File: src/rtl/fan_result_collector.sv
// fan_result_collector
//   Captures one frame of group sums from the FAN reduction network and
//   replays the completed sums one per handshake, in ascending position order.
//
//   state | meaning
//   ------+---------------------------------------------------------------
//   IDLE  | waiting for a frame; in_ready high while rst is low
//   DRAIN | emitting pending sums, lowest pending index first
//
// Ports
//   clk, rst        clock, asynchronous active-high reset
//   in_valid/ready  frame handshake
//   in_sums         per-position running sums (N-1 of them)
//   in_sum_valids   which positions hold completed group sums
//   in_vec_ids      per-operand vector IDs (N of them)
//   out_valid/ready result handshake
//   out_sum         selected group sum
//   out_vec_id      vector ID of the last operand of that group
//   out_last        final result of the current frame
//   err_empty       one-cycle pulse after accepting a frame with no sums
//   frames_done     wrapping count of fully drained frames
module fan_result_collector #(
    parameter int N = 32,
    parameter int W = 8,
    parameter int V = 3,
    parameter int S = W + $clog2(N)
) (
    input  logic                    clk,
    input  logic                    rst,
    input  logic                    in_valid,
    output logic                    in_ready,
    input  logic [N-2:0][S-1:0]     in_sums,
    input  logic [N-2:0]            in_sum_valids,
    input  logic [N-1:0][V-1:0]     in_vec_ids,
    output logic                    out_valid,
    input  logic                    out_ready,
    output logic [S-1:0]            out_sum,
    output logic [V-1:0]            out_vec_id,
    output logic                    out_last,
    output logic                    err_empty,
    output logic [15:0]             frames_done
);

    typedef enum logic {IDLE, DRAIN} state_t;

    state_t                 state;
    logic [N-2:0][S-1:0]    sum_reg;
    logic [N-1:0][V-1:0]    id_reg;
    logic [N-2:0]           pending;
    logic [N-2:0]           sel;
    logic [15:0]            done_count;
    logic                   accept;

    // rst is part of in_ready so nothing is accepted while reset is held.
    assign in_ready    = (state == IDLE) && !rst;
    assign accept      = in_valid && in_ready;
    assign out_valid   = (state == DRAIN);
    assign frames_done = done_count;

    // Lowest set pending bit wins: scan downward so the last hit is the lowest.
    // Everything here depends only on registered state.
    always_comb begin
        sel        = '0;
        out_sum    = '0;
        out_vec_id = '0;
        for (int i = N - 2; i >= 0; i--) begin
            if (pending[i]) begin
                sel        = '0;
                sel[i]     = 1'b1;
                out_sum    = sum_reg[i];
                out_vec_id = id_reg[i+1];
            end
        end
    end

    assign out_last = (state == DRAIN) && ((pending & ~sel) == '0);

    always_ff @(posedge clk or posedge rst) begin
        if (rst) begin
            state      <= IDLE;
            sum_reg    <= '0;
            id_reg     <= '0;
            pending    <= '0;
            err_empty  <= 1'b0;
            done_count <= 16'd0;
        end else begin
            err_empty <= 1'b0;
            case (state)
                IDLE: begin
                    if (accept) begin
                        sum_reg <= in_sums;
                        id_reg  <= in_vec_ids;
                        pending <= in_sum_valids;
                        if (|in_sum_valids)
                            state <= DRAIN;
                        else
                            err_empty <= 1'b1;
                    end
                end
                DRAIN: begin
                    if (out_ready) begin
                        pending <= pending & ~sel;
                        if (out_last) begin
                            state      <= IDLE;
                            done_count <= done_count + 16'd1;
                        end
                    end
                end
                default: state <= IDLE;
            endcase
        end
    end

endmodule
File: config.mk
export PLATFORM = sky130hd
export DESIGN_NAME = fan_result_collector
export DESIGN_NICKNAME = d
export VERILOG_FILES = /design/src/rtl/fan_result_collector.sv
export SDC_FILE = /design/constraint.sdc
export NUM_CORES = 2
export LEC_CHECK = 0
export BUFFER_PORTS_ARGS = -buffer_cell sky130_fd_sc_hd__buf_2
export CAP_MARGIN = 15
export CORE_ASPECT_RATIO = 1.1
export CORE_MARGIN = 2
export CORE_UTILIZATION = 51
export CTS_BUF_LIST = sky130_fd_sc_hd__clkbuf_8
export CTS_CLUSTER_SIZE = 16
export DETAILED_ROUTE_END_ITERATION = 16
export GPL_TIMING_DRIVEN = 1
export PLACE_DENSITY = 0.77
export SETUP_SLACK_MARGIN = 0.5
export SLEW_MARGIN = 0
export SYNTH_ARGS = -nofsm -noshare
export SYNTH_HDL_FRONTEND = slang
export SYNTH_SLANG_ARGS = --single-unit
File: constraint.sdc
create_clock -name clk -period 18.85 [get_ports clk]
set_clock_uncertainty 0.1 [all_clocks]
set_input_delay 3.77 -clock clk [delete_from_list [all_inputs] [get_ports clk]]
set_output_delay 3.77 -clock clk [all_outputs]
set_load 0.02 [all_outputs]
After elaboration in Yosys (flattened, before gate mapping)
Cells that the tools add are included.
- register bits after elaboration: 545
- input port bits: 534
- output and inout bits: 36
- logic and storage cells: 185
- add/sub/neg operators: 1
- equality and inequality tests: 2
- muxes and demuxes: 104
- bitwise operators: 3
- reductions and logical operators: 9
- operators by type and width (operator ; number):
    31-bit two-way mux ; 33
    13-bit two-way mux ; 31
    3-bit two-way mux ; 31
    31-bit case mux with 2 select lines ; 1
    31-bit AND ; 1
    31-bit zero test ; 1
    31-bit inverter ; 1
    31-bit OR reduction ; 1
    16-bit by 1-bit adder with 16-bit output (second input constant) ; 1
    1-bit two-way mux ; 7
    2-bit inequality test (second input constant) ; 2
    2-bit AND reduction ; 2
    1-bit logical AND ; 3
    3-bit AND reduction ; 1
    1-bit case mux with 2 select lines ; 1
    1-bit zero test ; 1
    1-bit inverter ; 1

Depth between registers and ports, before layout
- depth after elaboration: 38
- gate-level depth with buffers: 12
- depth with buffers taken out: 8

Least setup slack after synthesis
No wires, ideal clock.
- kind: input to register
- start: in rst
- end: reg id_reg[24] in the netlist's numbering
- library setup time: 0.065 ns
- arrival time: 17.162 ns
- path slack: 1.522 ns
- stages on the path: 7
- buffers on the path: 3
- path through: inv_1 > and3_1 > clkbuf_1 > clkbuf_1 > clkbuf_1 > nand2_1 > nand2_1
- longest elaborated chain between the ends: 4
- ends and longest elaborated chain (what ; line ; RTL):
    from (decl) ; 29 ; input logic rst,
    1-bit zero test (no source line) ; -- ;
    1-bit logical AND ; 55 ; assign in_ready = (state == IDLE) && !rst;
    1-bit logical AND ; 56 ; assign accept = in_valid && in_ready;
    2-bit AND reduction (no source line) ; -- ;
    to (signal assigned) ; 92 ; id_reg <= in_vec_ids;
    to (decl) ; 48 ; logic [N-1:0][V-1:0] id_reg;
Every way passes these cells.
A chain may end at the register's enable or synchronous reset.

Final worst setup path
- start: reg pending[27]
- end: out out_sum[2]
- longest elaborated chain between the ends: 28
- ends and longest elaborated chain (what ; line ; RTL):
    from (decl) ; 49 ; logic [N-2:0] pending;
    from (signal assigned) ; 93 ; pending <= in_sum_valids;
    from (signal assigned) ; 102 ; pending <= pending & ~sel;
    13-bit two-way mux (28 in series) ; 67 ; if (pending[i]) begin
    to (decl) ; 37 ; output logic [S-1:0] out_sum,
Every way passes these cells.

==> impl_metrics.env <==
export IMPL_status="complete, no violations"
export IMPL_r2r_setup_slack_ps=14540
export IMPL_finalPower_mw=5.45
export IMPL_switching_power_mw=2.45
export IMPL_finalSetupTns_ps=0
export IMPL_p_per_area_nw_per_um2=176
export IMPL_cp_num_cells=10
export IMPL_avgRoutedWirePerCell_um=21.7
export IMPL_drv_slew=0
export IMPL_yosys_cell_types_count=77
export IMPL_power_share_clock=0.187
export IMPL_tightestPinTransition_ps=1290
export IMPL_drv_cap=0
export IMPL_cts_buffers=87
export IMPL_cts_num_sinks=545
export IMPL_synth_edf_count=0
export IMPL_syn_mean_instance_area_um2=8.07
export IMPL_crit_path_end="out_sum[2]"
export IMPL_dpl_hpwl_mm=70.3
export IMPL_drc=0
export IMPL_fin_crit_sh=0.467
export IMPL_holdPathStages=2
export IMPL_setup_viol=0
export IMPL_fmax_ghz=0.114
export IMPL_max_slew_margin=0.139
export IMPL_crit_type="reg -> out"
export IMPL_ys_seq_area_frac=0.525
export IMPL_largest_reg_flops=403
export IMPL_cpLargestDelayFamily="compound AO/OA/AOI/OAI gates"
export IMPL_grt_pass1_vias=24100
export IMPL_ys_seq_elements=545
export IMPL_async_reset_ff_frac=1.00
export IMPL_synth_area_top_cells="dfrtp_1 53%, nand2_1 23%, clkbuf_1 2.8%"
export IMPL_fin_crit_ps=8810
export IMPL_yosys_area_top_type="dfrtp_1"
export IMPL_antenna_found_initial=34
export IMPL_gr_total_overflow=0
export IMPL_cp_end_kind="primary output"
export IMPL_yosysWarnings=0
export IMPL_synth_top_area_share=0.525
export IMPL_cts_clk_slew_worst_paths_ps=70
export IMPL_finalInstanceArea_um2=31000
export IMPL_final_hold_viol_count=0
export IMPL_clockRootBuffer="clkbuf_8"
export IMPL_dieArea_um2=52800
export IMPL_crit_fanout=15
export IMPL_hold_slack_ps=367
export IMPL_cts_resized=0
export IMPL_ant_nets=0
export IMPL_grt_max_degree=184
export IMPL_drive_gt1_frac=0.207
export IMPL_floorplan_initialDensity=0.517
export IMPL_cts_buffer_depth=3
export IMPL_r2r_start="pending[10]"
export IMPL_ys_flop_type="dfrtp_1"
export IMPL_pwr_share_comb=0.434
export IMPL_crit_chain="nor3_1 -> and2_1 -> a222oi_1 -> o221ai_1 -> a2111oi_0 -> buf_4 -> o21ai_0 -> a31oi_1 -> o22ai_1 -> buf_2"
export IMPL_cp_slowest_cell="a222oi_1"
export IMPL_slowest_delay_ps=950
export IMPL_total_leakage_power_nw=16.4
export IMPL_fp_dieH_um=241
export IMPL_grt_pass1_wl_mm=142
export IMPL_holdBufCountCts=0
export IMPL_vias=25600
export IMPL_cp_buffers_inverters=2
export IMPL_core_area_um2=50300
export IMPL_fin_nets=4237
export IMPL_syn_nets=3755
export IMPL_cts_tree="done"
export IMPL_gr_usage_all_layers=0.361
export IMPL_first_pass_iters=6
export IMPL_syn_area_um2=26000
export IMPL_vdd_drop_max_uv=119
export IMPL_placed_area_um2=29200
export IMPL_netSwitchingFraction=0.450
export IMPL_clock_latency_ps=680
export IMPL_pwr_share_seq=0.379
export IMPL_io_pins=570
export IMPL_cp_required_ps=14980
export IMPL_hp_start="sum_reg[257]"
export IMPL_rsz0062_at_grt="false"
export IMPL_drtIter0Drc=3340
export IMPL_die_x_um=219
export IMPL_cp_start_kind="flip-flop"
export IMPL_crit_arrival_ps=4940
export IMPL_post_cts_buffers=0
export IMPL_rows=86
export IMPL_hold_class="reg -> reg"
export IMPL_portBuffers=566
export IMPL_r2r_end="frames_done[1]"
export IMPL_p_int_mw=3.00
export IMPL_vias_per_cell=5.75
export IMPL_cts_htree_levels=3
export IMPL_cp_startpoint="pending[27]"
export IMPL_area_growth_pct=19.3
export IMPL_postSynthCellCount=3220
export IMPL_postRouteWirelength_mm=96.7
export IMPL_r2r_cells=8
export IMPL_gp_congestion=0.954
## synth_stat cells (13+ instances only)
| master | number |
|---|---|
| nand2_1 | 1562 |
| dfrtp_1 | 545 |
| clkbuf_1 | 197 |
| o21ai_0 | 139 |
| a21oi_1 | 136 |
| nor2_1 | 91 |
| inv_1 | 54 |
| a221oi_1 | 38 |
| nor3_1 | 32 |
| a222oi_1 | 30 |
| nand3_1 | 23 |
| a22oi_1 | 22 |
| o22ai_1 | 20 |
| nand4_1 | 19 |
| a31oi_1 | 17 |
| nor4_1 | 16 |
| xnor2_1 | 15 |
| nand2b_1 | 14 |
| nor2b_1 | 13 |
| o211ai_1 | 13 |
| o221ai_1 | 13 |
## how the worst min path moves through the flow
| stage | to | slack [ps] |
|---|---|---|
| after floorplan | id_reg[29] | 340 |
| after global placement | sum_reg[113] | 350 |
| after detailed placement | sum_reg[113] | 350 |
| final | sum_reg[257] | 370 |
| after global routing | sum_reg[257] | 390 |
| after CTS | sum_reg[257] | 370 |
## cell families after synthesis
kind of cell,Yosys count,synth area share
and+or+nand+nor,1846,0.291
DFF,545,0.525
AOI/OAI and AO/OA,530,0.134
buffers and inverters,276,0.0413
xor gates and xnor gates,15,0.00506
muxes,6,0.00250
adders and majority gates,2,0.000867
## cell usage in the layout, fill, tap and decap left out, drive strengths merged, types with 23 or more instances in the layout
cell,count
clkbuf,113
buf,614
nand4,29
nand3,23
a21oi,136
nor3,33
a221oi,38
nand2,1562
dfrtp,545
o21ai,142
diode,30
nor2,93
inv,83
a222oi,30
## cell type report
| type | count | area [um2] |
|---|---|---|
| sequential | 545 | 13600 |
| fill | 4565 | 19300 |
| antenna | 30 | 75.1 |
| inverter | 55 | 210 |
| clock buffer | 113 | 1560 |
| timing repair buffer | 614 | 3210 |
| multi-input combinational | 2399 | 11300 |
| clock inverter | 40 | 190 |
| tap | 660 | 826 |
## routing by layer
| metal | global-route usage | vias to the layer above | wire (um) |
|---|---|---|---|
| li1 | - | 11700 | - |
| met1 | 0.480 | 12100 | 38000 |
| met4 | 0.208 | 12 | 5570 |
| met3 | 0.0721 | 275 | 8960 |
| met2 | 0.555 | 1529 | 44100 |
| met5 | 0 | - | 77 |
## worst min-delay path, cell delays in order (launching register included)
cell	delay (ps)
dfrtp_1	330
nand2_1	50
nand2_1	60
## power by group through the flow
stage               Clock [mW]  Sequential (mW)  Combinational, mW
floorplan                    0             1.94               1.51
global placement             0             2.04               2.28
detailed placement           0             2.06               2.31
CTS                       1.03             2.05               2.33
global route              1.09             2.11               2.56
finish                    1.02             2.07               2.36
## through the flow
step                 util  setup WS (ps)  cells
global route        0.616           9940   4450
floorplan               -           4840   3220
global placement    0.581          10680   4273
detailed placement  0.581          10670   4273
finish              0.617          10040   4456
CTS                 0.615          10120   4426
No activity file was read; power rests on OpenSTA's default activity.
